[src/rtl/imem_loader_if.sv]
// Byte-stream input and instruction-memory write port of the program loader,
// plus the CPU hold/status outputs. slave = loader side, master = stream source.
interface imem_loader_if #(
    parameter int PC_SIZE = 8
);
    logic               in_valid;
    logic [7:0]         in_data;
    logic               in_ready;
    logic               wr_en;
    logic [PC_SIZE-1:0] wr_addr;
    logic [7:0]         wr_data;
    logic               cpu_hold;
    logic               load_done;
    logic               load_err;

    modport slave (
        input  in_valid, in_data,
        output in_ready, wr_en, wr_addr, wr_data, cpu_hold, load_done, load_err
    );

    modport master (
        output in_valid, in_data,
        input  in_ready, wr_en, wr_addr, wr_data, cpu_hold, load_done, load_err
    );
endinterface

[src/rtl/imem_loader.sv]
// Instruction-memory loader: parses HEADER, N, N payload bytes, XOR checksum
// from a valid/ready byte stream, writes the payload into i_mem, pads the rest
// with FILL_INSTR and keeps the CPU in reset until a good program is resident.
// NOTE: i_mem is an external RAM and is never cleared here; rst only resets the
// control state, so words already written survive a reset.
module imem_loader #(
    parameter int         PC_SIZE    = 8,
    parameter logic [7:0] FILL_INSTR = 8'h00,
    parameter logic [7:0] HEADER     = 8'hA5
) (
    input  logic         clk,
    input  logic         rst,
    imem_loader_if.slave bus
);
    typedef enum logic [2:0] {
        S_IDLE, S_LEN, S_DATA, S_CSUM, S_FILL, S_DONE
    } state_e;

    // Count is 9 bits so N == DEPTH is representable even with PC_SIZE = 8.
    localparam logic [8:0] DEPTH = 9'(1 << PC_SIZE);
    localparam logic [8:0] LAST  = DEPTH - 9'd1;

    state_e             state_q, state_d;
    logic [8:0]         len_q, len_d;
    logic [8:0]         count_q, count_d;
    logic [7:0]         csum_q, csum_d;
    logic               in_ready_q, in_ready_d;
    logic               wr_en_q, wr_en_d;
    logic [PC_SIZE-1:0] wr_addr_q, wr_addr_d;
    logic [7:0]         wr_data_q, wr_data_d;
    logic               cpu_hold_q, cpu_hold_d;
    logic               load_done_q, load_done_d;
    logic               load_err_q, load_err_d;

    logic       accept;
    logic       is_header;
    logic       len_ok;
    logic       csum_ok;
    logic       release_cpu;
    logic [8:0] count_inc;

    assign accept    = bus.in_valid && in_ready_q;
    assign is_header = (bus.in_data == HEADER);
    assign len_ok    = (bus.in_data != 8'd0) && ({1'b0, bus.in_data} <= DEPTH);
    assign csum_ok   = (bus.in_data == csum_q);
    assign count_inc = count_q + 9'd1;

    // State register.
    // NOTE: clocked blocks use non-blocking assignments so every flop samples
    // the values from before the edge, independent of statement order.
    always_ff @(posedge clk or posedge rst) begin
        if (rst) state_q <= S_IDLE;
        else     state_q <= state_d;
    end

    // Next-state logic: frame parsing and the fill sweep.
    // NOTE: each combinational output gets a default first, so no path can
    // leave it unassigned and infer a latch.
    always_comb begin
        state_d = state_q;
        case (state_q)
            S_IDLE: if (accept && is_header) state_d = S_LEN;
            S_LEN:  if (accept) state_d = len_ok ? S_DATA : S_IDLE;
            S_DATA: if (accept && (count_inc == len_q)) state_d = S_CSUM;
            S_CSUM: begin
                if (accept) begin
                    if (!csum_ok)            state_d = S_IDLE;
                    else if (len_q == DEPTH) state_d = S_DONE;
                    else                     state_d = S_FILL;
                end
            end
            S_FILL: if (count_q == LAST) state_d = S_DONE;
            S_DONE: if (accept && is_header) state_d = S_LEN;
            default: state_d = S_IDLE;
        endcase
    end

    // Output/datapath logic: writes, checksum, counters and status flags.
    always_comb begin
        len_d      = len_q;
        count_d    = count_q;
        csum_d     = csum_q;
        wr_en_d    = 1'b0;
        wr_addr_d  = wr_addr_q;
        wr_data_d  = wr_data_q;
        load_err_d = load_err_q;
        case (state_q)
            S_IDLE, S_DONE: begin
                if (accept && is_header) load_err_d = 1'b0;
            end
            S_LEN: begin
                if (accept) begin
                    if (len_ok) begin
                        len_d   = {1'b0, bus.in_data};
                        count_d = 9'd0;
                        csum_d  = 8'd0;
                    end else begin
                        load_err_d = 1'b1;
                    end
                end
            end
            S_DATA: begin
                if (accept) begin
                    wr_en_d   = 1'b1;
                    wr_addr_d = count_q[PC_SIZE-1:0];
                    wr_data_d = bus.in_data;
                    csum_d    = csum_q ^ bus.in_data;
                    count_d   = count_inc;
                end
            end
            S_CSUM: begin
                if (accept && !csum_ok) load_err_d = 1'b1;
            end
            S_FILL: begin
                // count_q still equals N on entry, so it doubles as the fill address.
                wr_en_d   = 1'b1;
                wr_addr_d = count_q[PC_SIZE-1:0];
                wr_data_d = FILL_INSTR;
                count_d   = count_inc;
            end
            default: ;
        endcase
        // The CPU is released only once in DONE with no write still in flight,
        // i.e. the cycle after the last wr_en pulse.
        release_cpu = (state_d == S_DONE) && !wr_en_d;
        cpu_hold_d  = !release_cpu;
        load_done_d = release_cpu;
        in_ready_d  = (state_d != S_FILL);
    end

    // Datapath and output registers; all outputs come straight from flops.
    always_ff @(posedge clk or posedge rst) begin
        if (rst) begin
            len_q       <= 9'd0;
            count_q     <= 9'd0;
            csum_q      <= 8'd0;
            in_ready_q  <= 1'b0;
            wr_en_q     <= 1'b0;
            wr_addr_q   <= '0;
            wr_data_q   <= 8'd0;
            cpu_hold_q  <= 1'b1;
            load_done_q <= 1'b0;
            load_err_q  <= 1'b0;
        end else begin
            len_q       <= len_d;
            count_q     <= count_d;
            csum_q      <= csum_d;
            in_ready_q  <= in_ready_d;
            wr_en_q     <= wr_en_d;
            wr_addr_q   <= wr_addr_d;
            wr_data_q   <= wr_data_d;
            cpu_hold_q  <= cpu_hold_d;
            load_done_q <= load_done_d;
            load_err_q  <= load_err_d;
        end
    end

    assign bus.in_ready  = in_ready_q;
    assign bus.wr_en     = wr_en_q;
    assign bus.wr_addr   = wr_addr_q;
    assign bus.wr_data   = wr_data_q;
    assign bus.cpu_hold  = cpu_hold_q;
    assign bus.load_done = load_done_q;
    assign bus.load_err  = load_err_q;
endmodule
[src/flat_wrapper.sv]
// flat-port wrapper written by rule: the top's interface ports become plain ports
module imem_loader_flat 
#(
    parameter int         PC_SIZE    = 8,
    parameter logic [7:0] FILL_INSTR = 8'h00,
    parameter logic [7:0] HEADER     = 8'hA5
)
  (clk, rst, bus_in_valid, bus_in_data, bus_in_ready, bus_wr_en, bus_wr_addr, bus_wr_data, bus_cpu_hold, bus_load_done, bus_load_err);
  imem_loader_if #(.PC_SIZE(PC_SIZE)) bus_i ();
  input  logic clk;
  input  logic rst;
  input wire logic [$bits(bus_i.in_valid)-1:0] bus_in_valid;
  input wire logic [$bits(bus_i.in_data)-1:0] bus_in_data;
  output wire logic [$bits(bus_i.in_ready)-1:0] bus_in_ready;
  output wire logic [$bits(bus_i.wr_en)-1:0] bus_wr_en;
  output wire logic [$bits(bus_i.wr_addr)-1:0] bus_wr_addr;
  output wire logic [$bits(bus_i.wr_data)-1:0] bus_wr_data;
  output wire logic [$bits(bus_i.cpu_hold)-1:0] bus_cpu_hold;
  output wire logic [$bits(bus_i.load_done)-1:0] bus_load_done;
  output wire logic [$bits(bus_i.load_err)-1:0] bus_load_err;
  assign bus_i.in_valid = bus_in_valid;
  assign bus_i.in_data = bus_in_data;
  assign bus_in_ready = bus_i.in_ready;
  assign bus_wr_en = bus_i.wr_en;
  assign bus_wr_addr = bus_i.wr_addr;
  assign bus_wr_data = bus_i.wr_data;
  assign bus_cpu_hold = bus_i.cpu_hold;
  assign bus_load_done = bus_i.load_done;
  assign bus_load_err = bus_i.load_err;
  imem_loader #(.PC_SIZE(PC_SIZE), .FILL_INSTR(FILL_INSTR), .HEADER(HEADER)) u_core (.clk(clk), .rst(rst), .bus(bus_i));
endmodule
[config.mk]
export PLATFORM = sky130hd
export DESIGN_NAME = imem_loader_flat
export DESIGN_NICKNAME = d
export VERILOG_FILES = /design/src/rtl/imem_loader_if.sv /design/src/rtl/imem_loader.sv /design/src/flat_wrapper.sv
export SDC_FILE = /design/constraint.sdc
export NUM_CORES = 1
export LEC_CHECK = 0
export BUFFER_PORTS_ARGS = -buffer_cell sky130_fd_sc_hd__buf_2
export CAP_MARGIN = 30
export CORE_UTILIZATION = 48
export CTS_CLUSTER_SIZE = 14
export DETAILED_ROUTE_END_ITERATION = 16
export GPL_TIMING_DRIVEN = 0
export PLACE_DENSITY = 0.73
export RECOVER_POWER = 100
export SKIP_CTS_REPAIR_TIMING = 1
export SYNTH_ARGS = -nofsm -noshare
export SYNTH_HDL_FRONTEND = slang
export SYNTH_SLANG_ARGS = --single-unit
[constraint.sdc]
create_clock -name clk -period 2.15 [get_ports clk]
set_input_delay 0.1075 -clock clk [delete_from_list [all_inputs] [get_ports clk]]
set_output_delay 0.1075 -clock clk [all_outputs]
set_load 0.02 [all_outputs]
==> results of run 1 <==
-- cell type report --
| type | count | share of cell area (%) |
|---|---|---|
| plain buffers | 12 | 2.012 |
| flip-flops and latches | 49 | 43.94 |
| clock inverters | 2 | 0.3576 |
| clock buffers | 6 | 2.593 |
| multi-input cells | 176 | 41.48 |
| repair buffers | 35 | 5.677 |
| inverters | 7 | 0.9388 |
| well taps | 67 | 2.995 |
-- synth_stat cells (all sizes together) (3+ instances only) --
library cell  instances  share of area, %
nor3                  4               1.0
a21oi                15               3.0
nor4                  3               1.3
xor2                 11               3.9
inv                   7               1.1
dfrtp                48                49
o31ai                 5               1.5
nand3                 7               1.4
xnor2                 8               2.8
clkbuf                5              0.81
nand2                30               4.6
mux2                 15               6.9
buf                   7               1.6
nand4                 3              0.76
o21ai                28               5.7
nor2                 15               2.4
nor2b                 5               1.3
and3                  4               1.0
-- kinds of logic (layout without fill, tap and decap cells) --
kind of cell | Yosys count | after routing
multiplexers | 17 | 17
flip-flops | 49 | 49
XOR/XNOR | 19 | 19
AO/OA/AOI/OAI | 60 | 60
buffers and inverters | 19 | 62
adder cells (fa/ha/maj) | 2 | 2
AND/OR/NAND/NOR | 78 | 78
-- layer usage --
| layer | vias to the layer above | GRT usage [%] |
|---|---|---|
| met3 | 9 | 4.801 |
| met2 | 43 | 32.62 |
| met5 | - | 0 |
| li1 | 944 | - |
| met4 | 0 | 10.26 |
| met1 | 945 | 28.44 |
-- state kept, by name, indices dropped and copies added (netlist names), 3 cells and up --
| name | cells |
|---|---|
| u_core.csum_q | 8 |
| u_core.state_q | 3 |
| u_core.bus.wr_addr | 8 |
| u_core.count_q | 9 |
| u_core.bus.wr_data | 8 |
| u_core.len_q | 8 |
-- power breakdown --
| part | internal, W | switching (W) | total (W) | leakage [nW] |
|---|---|---|---|---|
| clock | 0.000226 | 0.000307 | 0.000533 | 0.0450 |
| sequential | 0.00110 | 0.000136 | 0.00124 | 0.647 |
| combinational | 0.000267 | 0.000408 | 0.000675 | 0.578 |
-- final timing paths --
| kind | to | cells past startpoint | slack (ns) |
|---|---|---|---|
| max in group asynchronous | u_core.count_q[0] | 4 | 0.53 |
| worst max register to register | u_core.state_q[0] | 8 | 0.06 |
| worst min register to register | u_core.bus.wr_data[5] | 2 | 0.50 |
| worst min-delay path | u_core.bus.wr_data[5] | 3 | 0.1 |
| min in group asynchronous | u_core.bus.wr_data[3] | 3 | 0.34 |
| worst max-delay path | u_core.state_q[0] | 8 | 0.06 |
-- stage by stage --
stage / setup TNS [ns] / hold slack, ns / power (W)
4_1_cts: -0.07469 / -0.2694 / 0.002463
2_1_floorplan: 0 / 0.2243 / 0.001706
3_3_place_gp: -0.06490 / 0.4219 / 0.001894
6_report: 0 / 0.09574 / 0.002449
5_1_grt: -0.005095 / 0.1180 / 0.002593
3_5_place_dp: -0.05114 / 0.07061 / 0.001928
-- worst max-delay path, stage by stage, from the launching register on --
cell     delay [ns]
dfrtp_2        0.44
ha_2           0.22
and2_1         0.15
buf_2          0.17
and4_1         0.22
ha_1           0.31
and3_1         0.15
nand4_1        0.12
o41ai_2        0.21
==> results.toml, run 1 <==
[place]
routabilityCongestion = 0.8230
dp_cells = 343
io_buffers = 31
place_ws_ns = -0.05114
dpl_cell_area_sq_um = 2724
post-dp-hpwl_microns = 3698

[global_route]
grt_pass1_vias = 1827
gr-total-overflow = 0
grt_pass1_wl_microns = 8631
grt_usage_pct = 21.25
grt_max_degree = 38
antenna_found_initial = 0

[final_layout]
areaGrowthSynthToFinish_pct = 13.55
antenna_cells = 0
final_area_sq_um = 2799
nNetsFinal = 299
mostFrequentLayoutCell = "dfrtp_1"
final-seq-area_sq_um = 1230
layout_common_cells = "dfrtp_1 (46), nand2_1 (30), o21ai_0 (28)"
multi_input_area_sq_um = 1161
utilization_pct = 58.10
final.fill_count = 479
layout.cells.non_filler = 354
layout-drive-gt1-share_pct = 16.72

[clock_network]
cts_buffers = 5
clock_latency_ns = 0.31
clkTransAtPathRegs_ns = 0.09
cts.sinks = 49
cts_root_buffer = "clkbuf_8"
clock_path_buffers = 2
cts_tree = "yes"
htreeDepth = 2

[sta]
finalMaxSlewViolations = 0
hold_violations = 0
fin_crit_sh_pct = 97.11
setup_viol = 0
layout_setup_ws_ns = 0.06209
slew_headroom_pct = 40.37
post-route-min-period_ns = 2.088
skew_ns = 0.003440
worst_slew_pin_slew_ns = 0.8945
fmax_ghz = 0.4789

[hold_path]
holdCritPathClass = "input pin to flip-flop"
hold_start = "bus_in_data[5]"

[worst_setup_path]
cp.arrival_ns = 2.30
cp-startpoint = "u_core.count_q[0]"
path_max_fanout = 10
critPathRequiredTime_ns = 2.36
start_kind = "flip-flop"
end_kind = "flip-flop"
reg2reg_from = "u_core.count_q[0]"
critPathKind = "flip-flop to flip-flop"

[synth]
async_reset_ff_share_pct = 100.0
avgSynthCellArea_sq_um = 10.10
yosysSeqAreaShare_pct = 49.80
synth_edf_count = 0
synth.net_count = 257
synth_top_family_by_area = "simple AND/OR/NAND/NOR gates"
synth_compound_area_share_pct = 15.08
ys_warn_count = 0
synth-xor-area-share_pct = 6.751
yosys.area_share.simple_pct = 16.19
syn-cell-area_sq_um = 2465
synth_seq_cells = 49
ys_types = 43
yosys.area_share.adder_pct = 1.015
synth_ff_type = "dfrtp_1"
syn-instance-count = 244
synth.area.mux_share_pct = 7.665

[routing]
topRoutingLayerUsed = "met4"
detail-route-antenna-nets = 0
viasPerCell = 5.483
drt_wl_total_microns = 5175
wl_met1_microns = 2504
drc_errors = 0
initialDrtViolationCount = 99
dr_wl_met2_microns = 2386
wl_per_cell_microns = 14.62
vias = 1941
wl_met3_microns = 183
drtPass1Iterations = 4

[floorplanning]
die_area_sq_um = 5426
num_rows = 25
num_io_pins = 32
start_util_pct = 51.17
dieWidth_microns = 73.66
coreArea_sq_um = 4817
die_h_microns = 73.66

[pwr]
p_per_area_nw_per_um2 = 875.0
p_leak_nw = 1.270
vdd_drop_max_mv = 0.5536

[outcome]
status = "complete, no violations"

[run]
drv_cap = 0
Note: power is estimated with default switching activity, not from simulation.
==> run 2: changes to the inputs <==
--- a/config.mk
+++ b/config.mk
@@ -5,6 +5,7 @@
 export SDC_FILE = /design/constraint.sdc
 export NUM_CORES = 1
 export LEC_CHECK = 0
+export ABC_AREA = 1
 export BUFFER_PORTS_ARGS = -buffer_cell sky130_fd_sc_hd__buf_2
 export CAP_MARGIN = 30
 export CORE_UTILIZATION = 48
==> run 2 against run 1 <==
First-iteration DRC count is 17% lower. Sequential share of layout area is 1.7 points higher. Setup slack better by 0.14 ns. Final area down 4.0%. Via count fell by 1.2%. Flip-flop and latch count unchanged. Routed wire length down 4.6%. Sequential power grew 15%.
==> results.toml, run 2 <==
[outcome]
status = "complete, no violations"

[routing]
drtPass1Iterations = 4
drc_errors = 0
vias = 1917
drt_wl_total_microns = 4936
initialDrtViolationCount = 82
viasPerCell = 4.878
detail-route-antenna-nets = 0
wl_per_cell_microns = 12.56

[pwr]
p_leak_nw = 1.304
internal-power_w = 0.001906
pwr-share-comb_pct = 37.7
switching_power_w = 0.001294
seq_power_share_pct = 44.8
p_per_area_nw_per_um2 = 1191
vdd_drop_max_mv = 0.5763
p_sw_share_pct = 40.44
pwr-share-clk_pct = 17.5

[synth]
synth.top_cell.area_share_pct = 49.41
yosysMostFrequentCell = "nand2_1"
synth_seq_cells = 49
ys_warn_count = 0
synth_ff_type = "dfrtp_1"
syn-cell-area_sq_um = 2431
avgSynthCellArea_sq_um = 8.530
synth_edf_count = 0
synth_area_leader_cell = "dfrtp_1"
ys_types = 32
synth_common_cells = "nand2_1 (75), dfrtp_1 (48), inv_1 (32), nor2_1 (25), o21ai_0 (25)"
synth.net_count = 298
async_reset_ff_share_pct = 100.0
yosysSeqAreaShare_pct = 50.49
syn-instance-count = 285
netlist_top_cells_area = "dfrtp_1 (49%), nand2_1 (12%), o21ai_0 (5.1%), inv_1 (4.9%), nor2_1 (3.9%)"

[clock_network]
clkTransAtPathRegs_ns = 0.09
cts_buffers = 5
cts_tree = "yes"
htreeDepth = 2
clock_latency_ns = 0.30
cts.sinks = 49
cts_root_buffer = "clkbuf_8"
clock_path_buffers = 2

[global_route]
grt_max_degree = 37
grt_usage_pct = 20.88
grt_pass1_vias = 1733
antenna_found_initial = 0
gr-total-overflow = 0
grt_pass1_wl_microns = 8314

[floorplanning]
dieWidth_microns = 73.17
num_io_pins = 32
die_area_sq_um = 5353
start_util_pct = 50.80
coreArea_sq_um = 4786
die_h_microns = 73.17
num_rows = 25

[sta]
layout_setup_ws_ns = 0.2059
worst_slew_pin_slew_ns = 0.9008
timing.hold.ws_ns = 0.09866
setup_viol = 0
fin_crit_sh_pct = 90.42
slew_headroom_pct = 39.94
final.setup.tns_ns = 0
skew_ns = 0.004372
hold_violations = 0
fmax_ghz = 0.5144
rsz0062_at_grt = "no"
post-route-min-period_ns = 1.944
finalMaxSlewViolations = 0

[worst_setup_path]
r2r_setup_slack_ns = 0.21
end_kind = "flip-flop"
critPathKind = "flip-flop to flip-flop"
cpPeakStageDelay_ns = 0.48
critPathMostFrequentCell = "nand3_1"
ff2ff_path_depth = 10
crit_cells = 10
worst-path-buf-inv = 0
path_delay_family = "simple AND/OR/NAND/NOR gates"
cp.arrival_ns = 2.18
crit_chain = "ha_1 -> nand3_1 -> nor2_1 -> ha_1 -> o21ai_0 -> nor2_1 -> nand3_1 -> nor2_1 -> nand3_1 -> nand3_1"
path_max_fanout = 7
critical-path-slowest-cell = "dfrtp_1"
critPathRequiredTime_ns = 2.39
start_kind = "flip-flop"

[final_layout]
layout-drive-gt1-share_pct = 11.04
antenna_cells = 0
layout_common_cells = "nand2_1 (78), dfrtp_1 (48), inv_1 (35)"
nNetsFinal = 338
areaGrowthSynthToFinish_pct = 10.55
layout.cells.non_filler = 393
largest_register_ffs = 9
regMostFlops = "u_core.count_q"
mostFrequentLayoutCell = "nand2_1"

[place]
dp_cells = 384
place_ws_ns = 0.2111
io_buffers = 31
routabilityCongestion = 0.8379
post-dp-hpwl_microns = 3627

[hold_path]
holdCritPathClass = "input pin to flip-flop"
worstHoldPathCells = 3

[run]
drv_cap = 0
run 2: changes by cell type in the layout (fill, tap and decap cells not counted), sizes merged, moves of 7 or more:
cell | before | now
mux2 | 15 | 0
xor2 | 11 | 0
nand2 | 30 | 81
o22ai | 1 | 8
inv | 7 | 36
nor2 | 15 | 29
a21oi | 15 | 2
nand3 | 7 | 19
run 2: per-layer routing:
layer | wire [microns] | part of all wire [%] | track usage (%) | vias to the layer above
li1 | - | - | - | 993
met3 | 147 | 3.0 | 4.696 | 6
met1 | 2416 | 49 | 27.69 | 888
met2 | 2305 | 47 | 33.64 | 30
met4 | 67 | 1.4 | 7.190 | 0
met5 | 0 | 0 | 0 | -
run 2: logic make-up (layout without fill, tap and decap cells):
logic type,after synthesis,in the layout,synth area share [%]
flip-flops,49,49,50.49
adder cells (fa/ha/maj),2,2,1.029
AO/OA/AOI/OAI,49,49,12.97
buffers and inverters,42,83,7.926
XOR/XNOR,8,8,2.882
AND/OR/NAND/NOR,135,135,24.70
run 2: final timing paths:
path | from | end
max | u_core.count_q[0] | u_core.bus.in_ready
min | bus_in_data[1] | u_core.len_q[1]
max reg2reg | u_core.count_q[0] | u_core.bus.in_ready
min reg2reg | u_core.bus.load_err | u_core.bus.load_err
max in group asynchronous | rst | u_core.bus.load_done
min in group asynchronous | rst | u_core.count_q[4]
run 2: through the flow:
step / total power [W] / util (%) / area [sq um]
after floorplan: 0.002395 / - / 2431
after global placement: 0.002705 / 55.79 / 2670
after detailed placement: 0.002754 / 56.21 / 2690
after CTS: 0.003314 / 58.09 / 2780
after global routing: 0.003471 / 56.16 / 2688
final: 0.003200 / 56.16 / 2688
run 2: layout make-up:
class	count	area [sq um]
buffer	5	47.55
clock buffer	8	90.09
fill	466	2098
inverter	37	138.9
multi-input combinational	194	955.9
sequential	49	1227
tap	67	83.83
timing repair buffer	33	143.9
run 2: tightest hold or removal path, stage by stage:
cell     delay, ns
buf_2         0.12
inv_1         0.08
o21ai_2       0.06
run 2: power groups by stage:
stage                     Sequential [W]  Combinational, W  Clock [W]
after global placement           0.00143           0.00127          0
after detailed placement         0.00145           0.00131          0
after CTS                        0.00143           0.00131   0.000573
after floorplan                  0.00156          0.000836          0
after global routing             0.00147           0.00139   0.000618
final                            0.00143           0.00121   0.000561
